## src/rtl/mem_port_arbiter_if.sv

```systemverilog
// Requester, response and memory-side signals of mem_port_arbiter bundled as one interface.
// The master modport is the environment (requesters + memory); the slave modport is the arbiter.
interface mem_port_arbiter_if #(
  parameter int NUM_REQ = 2,
  parameter int ADDR_W  = 32,
  parameter int DATA_W  = 32
);
  localparam int BE_W = DATA_W / 8;

  logic [NUM_REQ-1:0]        req_valid;
  logic [NUM_REQ-1:0]        req_ready;
  logic [NUM_REQ*ADDR_W-1:0] req_addr;
  logic [NUM_REQ*BE_W-1:0]   req_we;
  logic [NUM_REQ*DATA_W-1:0] req_wdata;
  logic [NUM_REQ-1:0]        rsp_valid;
  logic [DATA_W-1:0]         rsp_rd_data;
  logic                      mem_ready;
  logic                      mem_en;
  logic [ADDR_W-1:0]         mem_addr;
  logic [BE_W-1:0]           mem_we;
  logic [DATA_W-1:0]         mem_wr_data;
  logic [DATA_W-1:0]         mem_rd_data;
  logic                      busy;

  modport master (
    output req_valid, req_addr, req_we, req_wdata, mem_ready, mem_rd_data,
    input  req_ready, rsp_valid, rsp_rd_data, mem_en, mem_addr, mem_we, mem_wr_data, busy
  );

  modport slave (
    input  req_valid, req_addr, req_we, req_wdata, mem_ready, mem_rd_data,
    output req_ready, rsp_valid, rsp_rd_data, mem_en, mem_addr, mem_we, mem_wr_data, busy
  );
endinterface

```

## src/rtl/mem_port_arbiter.sv

```systemverilog
// Arbitrates NUM_REQ requesters onto one pipelined single-ported memory (fixed or round-robin),
// returning one tagged response per accepted request MEM_LATENCY cycles later, in order.
module mem_port_arbiter #(
  parameter int NUM_REQ     = 2,
  parameter int ADDR_W      = 32,
  parameter int DATA_W      = 32,
  parameter int MEM_LATENCY = 1,
  parameter int RR_MODE     = 0
) (
  input  logic          clk,
  input  logic          rst,
  mem_port_arbiter_if.slave bus
);
  localparam int          BE_W = DATA_W / 8;
  localparam int          ID_W = (NUM_REQ > 1) ? $clog2(NUM_REQ) : 1;
  localparam int unsigned NR   = NUM_REQ;
  localparam int unsigned LAT  = MEM_LATENCY;

  logic [ID_W-1:0]    rr_ptr;
  logic [ID_W-1:0]    grant_id;
  logic               grant_hit;
  logic [NUM_REQ-1:0] cand;
  logic [NUM_REQ-1:0] grant;

  logic               pipe_v  [LAT];
  logic [ID_W-1:0]    pipe_id [LAT];
  logic               pipe_wr [LAT];

  // Fixed priority is the round-robin search with its start pinned at port 0.
  always_comb begin
    int unsigned idx;
    cand      = bus.req_valid & {NUM_REQ{bus.mem_ready & ~rst}};
    grant     = '0;
    grant_id  = '0;
    grant_hit = 1'b0;
    idx       = 0;
    for (int unsigned k = 0; k < NR; k++) begin
      idx = (RR_MODE != 0) ? ((32'(rr_ptr) + k) % NR) : k;
      if (!grant_hit && cand[idx]) begin
        grant[idx] = 1'b1;
        grant_id   = ID_W'(idx);
        grant_hit  = 1'b1;
      end
    end
  end

  assign bus.req_ready = grant;

  always_comb begin
    bus.mem_en      = grant_hit;
    bus.mem_addr    = '0;
    bus.mem_we      = '0;
    bus.mem_wr_data = '0;
    for (int unsigned i = 0; i < NR; i++) begin
      if (grant[i]) begin
        bus.mem_addr    = bus.req_addr[i*ADDR_W +: ADDR_W];
        bus.mem_we      = bus.req_we[i*BE_W +: BE_W];
        bus.mem_wr_data = bus.req_wdata[i*DATA_W +: DATA_W];
      end
    end
  end

  always_ff @(posedge clk or posedge rst) begin
    if (rst) begin
      rr_ptr <= '0;
      for (int unsigned k = 0; k < LAT; k++) begin
        pipe_v[k]  <= 1'b0;
        pipe_id[k] <= '0;
        pipe_wr[k] <= 1'b0;
      end
    end else begin
      if (grant_hit) begin
        rr_ptr <= (grant_id == ID_W'(NUM_REQ - 1)) ? '0 : grant_id + 1'b1;
      end
      pipe_v[0]  <= grant_hit;
      pipe_id[0] <= grant_id;
      pipe_wr[0] <= |bus.mem_we;
      for (int unsigned k = 1; k < LAT; k++) begin
        pipe_v[k]  <= pipe_v[k-1];
        pipe_id[k] <= pipe_id[k-1];
        pipe_wr[k] <= pipe_wr[k-1];
      end
    end
  end

  // Writes retire as a bare ack with zero data.
  always_comb begin
    bus.rsp_valid   = '0;
    bus.rsp_rd_data = '0;
    if (pipe_v[LAT-1]) begin
      for (int unsigned i = 0; i < NR; i++) begin
        if (pipe_id[LAT-1] == ID_W'(i)) begin
          bus.rsp_valid[i] = 1'b1;
        end
      end
      if (!pipe_wr[LAT-1]) begin
        bus.rsp_rd_data = bus.mem_rd_data;
      end
    end
  end

  always_comb begin
    bus.busy = 1'b0;
    for (int unsigned k = 0; k < LAT; k++) begin
      bus.busy = bus.busy | pipe_v[k];
    end
  end
endmodule

```

## src/flat_wrapper.sv

```systemverilog
// flat-port wrapper written by rule: the top's interface ports become plain ports
module mem_port_arbiter_flat 
#(
  parameter int NUM_REQ     = 2,
  parameter int ADDR_W      = 32,
  parameter int DATA_W      = 32,
  parameter int MEM_LATENCY = 1,
  parameter int RR_MODE     = 0
)
  (clk, rst, bus_req_valid, bus_req_addr, bus_req_we, bus_req_wdata, bus_mem_ready, bus_mem_rd_data, bus_req_ready, bus_rsp_valid, bus_rsp_rd_data, bus_mem_en, bus_mem_addr, bus_mem_we, bus_mem_wr_data, bus_busy);
  mem_port_arbiter_if #(.NUM_REQ(NUM_REQ), .ADDR_W(ADDR_W), .DATA_W(DATA_W)) bus_i ();
  input  logic clk;
  input  logic rst;
  input wire logic [$bits(bus_i.req_valid)-1:0] bus_req_valid;
  input wire logic [$bits(bus_i.req_addr)-1:0] bus_req_addr;
  input wire logic [$bits(bus_i.req_we)-1:0] bus_req_we;
  input wire logic [$bits(bus_i.req_wdata)-1:0] bus_req_wdata;
  input wire logic [$bits(bus_i.mem_ready)-1:0] bus_mem_ready;
  input wire logic [$bits(bus_i.mem_rd_data)-1:0] bus_mem_rd_data;
  output wire logic [$bits(bus_i.req_ready)-1:0] bus_req_ready;
  output wire logic [$bits(bus_i.rsp_valid)-1:0] bus_rsp_valid;
  output wire logic [$bits(bus_i.rsp_rd_data)-1:0] bus_rsp_rd_data;
  output wire logic [$bits(bus_i.mem_en)-1:0] bus_mem_en;
  output wire logic [$bits(bus_i.mem_addr)-1:0] bus_mem_addr;
  output wire logic [$bits(bus_i.mem_we)-1:0] bus_mem_we;
  output wire logic [$bits(bus_i.mem_wr_data)-1:0] bus_mem_wr_data;
  output wire logic [$bits(bus_i.busy)-1:0] bus_busy;
  assign bus_i.req_valid = bus_req_valid;
  assign bus_i.req_addr = bus_req_addr;
  assign bus_i.req_we = bus_req_we;
  assign bus_i.req_wdata = bus_req_wdata;
  assign bus_i.mem_ready = bus_mem_ready;
  assign bus_i.mem_rd_data = bus_mem_rd_data;
  assign bus_req_ready = bus_i.req_ready;
  assign bus_rsp_valid = bus_i.rsp_valid;
  assign bus_rsp_rd_data = bus_i.rsp_rd_data;
  assign bus_mem_en = bus_i.mem_en;
  assign bus_mem_addr = bus_i.mem_addr;
  assign bus_mem_we = bus_i.mem_we;
  assign bus_mem_wr_data = bus_i.mem_wr_data;
  assign bus_busy = bus_i.busy;
  mem_port_arbiter #(.NUM_REQ(NUM_REQ), .ADDR_W(ADDR_W), .DATA_W(DATA_W), .MEM_LATENCY(MEM_LATENCY), .RR_MODE(RR_MODE)) u_core (.clk(clk), .rst(rst), .bus(bus_i));
endmodule
```

## config.mk

```make
export PLATFORM = sky130hd
export DESIGN_NAME = mem_port_arbiter_flat
export DESIGN_NICKNAME = d
export VERILOG_FILES = /design/src/rtl/mem_port_arbiter_if.sv /design/src/rtl/mem_port_arbiter.sv /design/src/flat_wrapper.sv
export SDC_FILE = /design/constraint.sdc
export NUM_CORES = 1
export LEC_CHECK = 0
export ABC_AREA = 1
export BUFFER_PORTS_ARGS = -buffer_cell sky130_fd_sc_hd__buf_2
export CAP_MARGIN = 40
export CORE_AREA = 2 2 107 109
export DETAILED_ROUTE_END_ITERATION = 12
export DIE_AREA = 0 0 109 111
export PLACE_DENSITY = 0.57
export SLEW_MARGIN = 25
export SYNTH_ARGS = -nofsm -noshare
export SYNTH_HDL_FRONTEND = slang
export SYNTH_SLANG_ARGS = --single-unit
```

## constraint.sdc

```tcl
create_clock -name clk -period 1.93 [get_ports clk]
set_input_delay 0.193 -clock clk [delete_from_list [all_inputs] [get_ports clk]]
set_output_delay 0.193 -clock clk [all_outputs]
set_load 0.03 [all_outputs]
```

==> results of run 1 <==
==> through the flow <==
step           utilization  power [uW]  setup WS, ps
2_1_floorplan            -         403           182
3_3_place_gp         0.255         680           421
3_5_place_dp         0.255         679           421
5_1_grt              0.263        1070          88.4
4_1_cts              0.263        1010           225
6_report             0.263        1000           221
==> routing by layer <==
layer / part of all wire / wire length (um) / vias to the layer above
met5: 0 / 0 / -
li1: - / - / 1418
met3: 0.10 / 740 / 4
met1: 0.39 / 2790 / 1030
met2: 0.50 / 3580 / 146
met4: 0.0036 / 26 / 0
==> synth_stat cells <==
master / instances
nand3_2: 1
buf_6: 11
dfrtp_1: 3
nor2_1: 35
inv_2: 2
nand3_1: 3
nor2_4: 1
buf_4: 1
inv_1: 37
nand2_1: 201
buf_2: 6
clkbuf_1: 1
nand4_1: 4
or2_2: 1
nand2_2: 1
==> registers in the layout (all words and copies together), names as in the netlist <==
signal / flops
u_core.bus.busy: 1
u_core.pipe_id: 1
u_core.pipe_wr: 1
==> logic make-up after synthesis <==
group	share of synthesized area
buffers and inverters	0.231
AND/OR/NAND/NOR	0.713
flip-flops	0.0558
==> report_power, final <==
part	leakage (uW)	internal [uW]	switching, uW
combinational	0.00215	233	374
sequential	0.0000392	67.8	1.85
clock	0.0000382	273	56.0
total	0.00223	573	432
==> worst min-delay path by stage <==
| stage | end | depth (start not counted) |
|---|---|---|
| after floorplan | u_core.bus.busy | 1 |
| after global placement | u_core.bus.busy | 2 |
| after detailed placement | u_core.bus.busy | 2 |
| after CTS | u_core.pipe_wr | 5 |
| after global routing | u_core.pipe_wr | 5 |
| final | u_core.bus.busy | 3 |
==> area by class of cell <==
cell class | instances | area, um2
clock buffer | 4 | 78.8
fill | 1296 | 8160
inverter | 39 | 146
multi-input combinational | 247 | 960
sequential | 3 | 75.1
tap | 143 | 179
timing repair buffer | 284 | 1480
==> critical path, cell delays in order (launching register included) <==
cell	delay, ps
dfrtp_1	350
inv_1	60
or2_2	500
nor2_1	170
buf_2	210
==> repair_timing <==
action	CTS	global route
hold buffers	1	0
buffers inserted	0	0
setup endpoints to repair	0	0
endpoints found under the hold margin	3	0
resized for setup	0	0
==> results by group, run 1 <==
Worst setup path
  • CP arrival: around 1500 ps
  • Critical Path RT: between 1500 and 2000 ps
  • Crit path kind: reg -> out
  • Crit path launch type: register
  • Crit. Startpoint: u_core.bus.busy
  • Worst setup EP type: output pin
  • Crit path to: bus_rsp_rd_data[3]
  • Crit Path Max Fanout: 32

Clock network
  • Total CTS buffers: 3
  • Clk pin slew, worst setup/hold paths: approximately 30 ps
  • Clock H-tree levels: 1
  • CTS tree: yes
  • Clock Sinks: 3
  • Worst-case clock buffer depth: 2
  • Root buf cell: clkbuf_16

GRT
  • Routing usage on met2: 0.202
  • Initial antenna violation count: 0
  • Largest net degree at the start of global routing: 53
  • Final global-route overflow total: 0
  • Grt met1 use: 0.119
  • GRT Total Usage: 0.104
  • Met3 Track Usage GR: 0.0182
  • First-pass GRT wire length: between 10000 and 15000 um
  • GR peak layer: met2
  • Number of global-route vias before repair: between 2000 and 2500

Drt
  • Post-route ant nets: 0
  • Via density: 3.61
  • Via count: ~2600
  • DRC errors left: 0
  • Wire per inst: approximately 9.9 um
  • Router iterations before antenna repair: 5
  • Initial drt markers: 122
  • Post-Route WL: slightly above 7000 um

Die
  • I/O Pins: between 200 and 300
  • Core Rows: 39
  • Starting Density: 0.122
  • Core area: ~11000 um2
  • Die Height: roughly 110 um
  • Chip width: between 100 and 150 um
  • Die area: approximately 12000 um2

Logic synthesis
  • Synth Instances: about 310
  • Yosys top cell area share: 0.560
  • Yosys warnings: 0
  • Synth unique cells: 15
  • Area leader, netlist: nand2_1
  • Sequential element share of the synthesized area: 0.0558
  • Mapped cell area: ~1300 um2
  • Yosys reg bits: 3
  • Total nets after synthesis: 481
  • Avg Inst Size Synth: approximately 4.4 um2
  • Top post-synthesis cells by area: nand2_1 56%, inv_1 10%, nor2_1 9.8%, buf_6 9.2%, dfrtp_1 5.6%

Timing
  • Fin Hold WS: between 200 and 300 ps
  • Max Slew Vio Count: 0
  • Slew at the pin closest to its max-slew limit: 556 ps
  • Max-slew headroom: 0.629
  • Setup violators final: 0
  • Final hold violations: 0
  • Setup_tns: 0 ps
  • Tmin final: between 1500 and 2000 ps
  • Fmax: 585 MHz
  • RSZ-0062 raised after global routing: no
  • Final period utilization: 0.885

Layout
  • Layout area overhead: 117%
  • N_diodes: 0
  • Most common cell after layout, fill and taps aside: buf_2
  • Final nets: between 700 and 800
  • Fin area: approximately 2900 um2
  • Fin cells: 720
  • Layout cells sized above 1: 0.506
  • Most frequent cells in the layout: 278 x buf_2, 201 x nand2_1, 37 x inv_1, 35 x nor2_1, 4 x nand4_1

Worst hold path
  • HP Class: in -> reg
  • Hold Path Origin: bus_req_valid[0]

Pwr
  • Leakage: 0.00223 uW
  • Worst vdd rail ir drop: ~0.32 mV
  • Power per Cell Area: between 300 and 400 nW/um2

Flow run
  • Maxcap violations: 0

Placement
  • Port Buf Inserts: 278
  • DP Cell Count: between 700 and 800
  • Cell area after placement: ~2800 um2
  • Post-DP HPWL: between 6000 and 7000 um
  • GP Congestion: 0.743

Outcome
  • Status: finished, final reports clean
Note: power is estimated with default switching activity, not from simulation.
==> run 2: changes to the inputs <==
ABC_AREA = default   (was 1)
CORE_AREA = 2 2 108 110   (was 2 2 107 109)
DIE_AREA = 0 0 110 112   (was 0 0 109 111)
PLACE_DENSITY = 0.54   (was 0.57)
==> results by group, run 2 <==
Outcome
  • Status: finished, final reports clean

Die
  • Starting Density: 0.102
  • Core area: between 10000 and 15000 um2
  • Die area: roughly 12000 um2
  • I/O Pins: 279
  • Chip width: 110 um
  • Core Rows: 39
  • Die Height: 112 um

GRT
  • Largest net degree at the start of global routing: 42
  • Number of global-route vias before repair: a little over 2000
  • Final global-route overflow total: 0
  • First-pass GRT wire length: slightly below 10000 um
  • Initial antenna violation count: 2
  • GRT Total Usage: 0.102

Pwr
  • Power per Cell Area: around 360 nW/um2
  • Leakage: 0.00172 uW
  • Worst vdd rail ir drop: just under 0.2 mV

Flow run
  • Maxcap violations: 0

Worst setup path
  • Crit path kind: in -> out
  • CP arrival: approximately 1400 ps
  • Worst setup EP type: output pin
  • CP top delay family: buffers and inverters
  • Crit-path cells: buf_2 > and3b_2 > buf_4 > a22o_1 > buf_2
  • Critical Path RT: about 1700 ps
  • Most used cell, CP: buf_2
  • Crit Path Max Fanout: between 40 and 50
  • Crit path launch type: input pin
  • Max incr delay on CP: 360 ps
  • Slowest-stage cell, CP: buf_4
  • Buf+Inv Stages, Crit Path: 3

Clock network
  • Clock Sinks: 3
  • CTS tree: yes
  • Worst-case clock buffer depth: 2
  • Total CTS buffers: 3
  • CTS resizes: 0
  • Setup Fix Bufs, Post-CTS: 0
  • Clk pin slew, worst setup/hold paths: around 30 ps
  • Root buf cell: clkbuf_16
  • Clock H-tree levels: 1
  • CTS Hold Bufs: 1

Drt
  • Post-Route WL: between 7000 and 8000 um
  • Wire per inst: between 10 and 15 um
  • Initial drt markers: 82
  • Via count: ~2300
  • Via density: just over 4
  • Router iterations before antenna repair: 4
  • Post-route ant nets: 0
  • DRC errors left: 0

Logic synthesis
  • Synth unique cells: 17
  • Yosys warnings: 0
  • Avg Inst Size Synth: between 8 and 9 um2
  • Post-synth top flop: dfrtp_1
  • Total nets after synthesis: between 300 and 400
  • Mapped cell area: 1140 um2
  • Top post-synthesis cells by area: a22o_1 50%, and2_1 18%, buf_6 9.9%, dfrtp_1 6.6%, nand3b_1 2.6%
  • Post-synth EDFFs: 0
  • Commonest cells in the netlist: 65 x a22o_1, 33 x and2_1, 10 x buf_6
  • Sequential element share of the synthesized area: 0.0658
  • Yosys reg bits: 3
  • Area leader, netlist: a22o_1
  • Most common cell in the netlist: a22o_1
  • Yosys top cell area share: 0.499
  • Asr flop ratio synth: 1.00
  • Synth Instances: ~140

Timing
  • Max-slew headroom: 0.712
  • Setup_tns: 0 ps
  • Tmin final: 1600 ps
  • Max Slew Vio Count: 0
  • Fmax: 624 MHz
  • Slew at the pin closest to its max-slew limit: ~430 ps
  • Final hold violations: 0
  • Final period utilization: 0.830
  • Setup violators final: 0
  • RSZ-0062 raised after global routing: no
  • Final WS setup: around 330 ps

Placement
  • Post-DP HPWL: 6290 um
  • Pre-CTS setup slack: roughly 330 ps
  • GP Congestion: around 0.8
  • Port Buf Inserts: approximately 280

Worst hold path
  • HP Class: in -> reg

Layout
  • Final core occ: 0.241
  • Most common cell after layout, fill and taps aside: buf_2
  • Most frequent cells in the layout: 278 x buf_2, 65 x a22o_1, 33 x and2_1
  • Final nets: 585
  • Layout cells sized above 1: 0.701
  • Layout area overhead: 136%
## run 2: cell types whose count changed after synthesis, sizes merged, moves of 2 or more
cell	change
nand3	-4
clkbuf	+2
inv	-38
nor2b	+2
a22o	+65
nand3b	+4
buf	-2
and2	+33
a21oi	+4
or4	+2
nand4	-4
nand2	-198
nor2	-34
## run 2: routing by layer
metal / part of all wire / track usage / vias to the layer above
met1: 0.39 / 0.129 / 1039
met2: 0.49 / 0.179 / 148
met5: 0 / 0 / -
met3: 0.093 / 0.0123 / 9
met4: 0.018 / 0.0278 / 0
li1: - / - / 1091
## run 2: cells by family (layout without fill, tap and decap cells)
group                  Yosys count  count (layout)  synth area share
buffers and inverters           20             289             0.143
other                            0               2                 0
AO/OA/AOI/OAI                   69              69             0.516
flip-flops                       3               3            0.0658
AND/OR/NAND/NOR                 50              50             0.275
## run 2: metrics by stage
step / total power, uW / hold slack (ps) / instance area (um2) / std cells
detailed placement: 646 / 88.7 / 2600 / 549
global route: 1040 / 359 / 2700 / 556
floorplan: 380 / -53.4 / 1140 / 142
finish: 979 / 312 / 2700 / 556
CTS: 988 / 313 / 2690 / 554
global placement: 641 / 84.9 / 2600 / 549
## run 2: path summary, 6_finish.rpt
kind                                  start                  to  slack [ps]  depth (start not counted)
setup / recovery           bus_req_valid[0]  bus_mem_wr_data[1]         330                          5
hold / removal             bus_req_valid[1]     u_core.bus.busy         310                          3
max in group asynchronous               rst      u_core.pipe_id        1400                          3
min in group asynchronous               rst      u_core.pipe_wr         410                          3
## run 2: final cells by class
class                           instances  area (um2)
Fill cell                            1240        8480
Timing Repair Buffer                  284        1450
Multi-Input combinational cell        119         905
Tap cell                              143         179
Clock buffer                            4        78.8
Sequential cell                         3        75.1
Antenna cell                            2        5.00
Inverter                                1        3.75
## run 2: power breakdown
part           internal (uW)  leakage (uW)  switching [uW]  total, uW
clock network            273     0.0000382            59.4        332
registers               66.2     0.0000402            1.48       67.7
logic                    247       0.00164             332        579
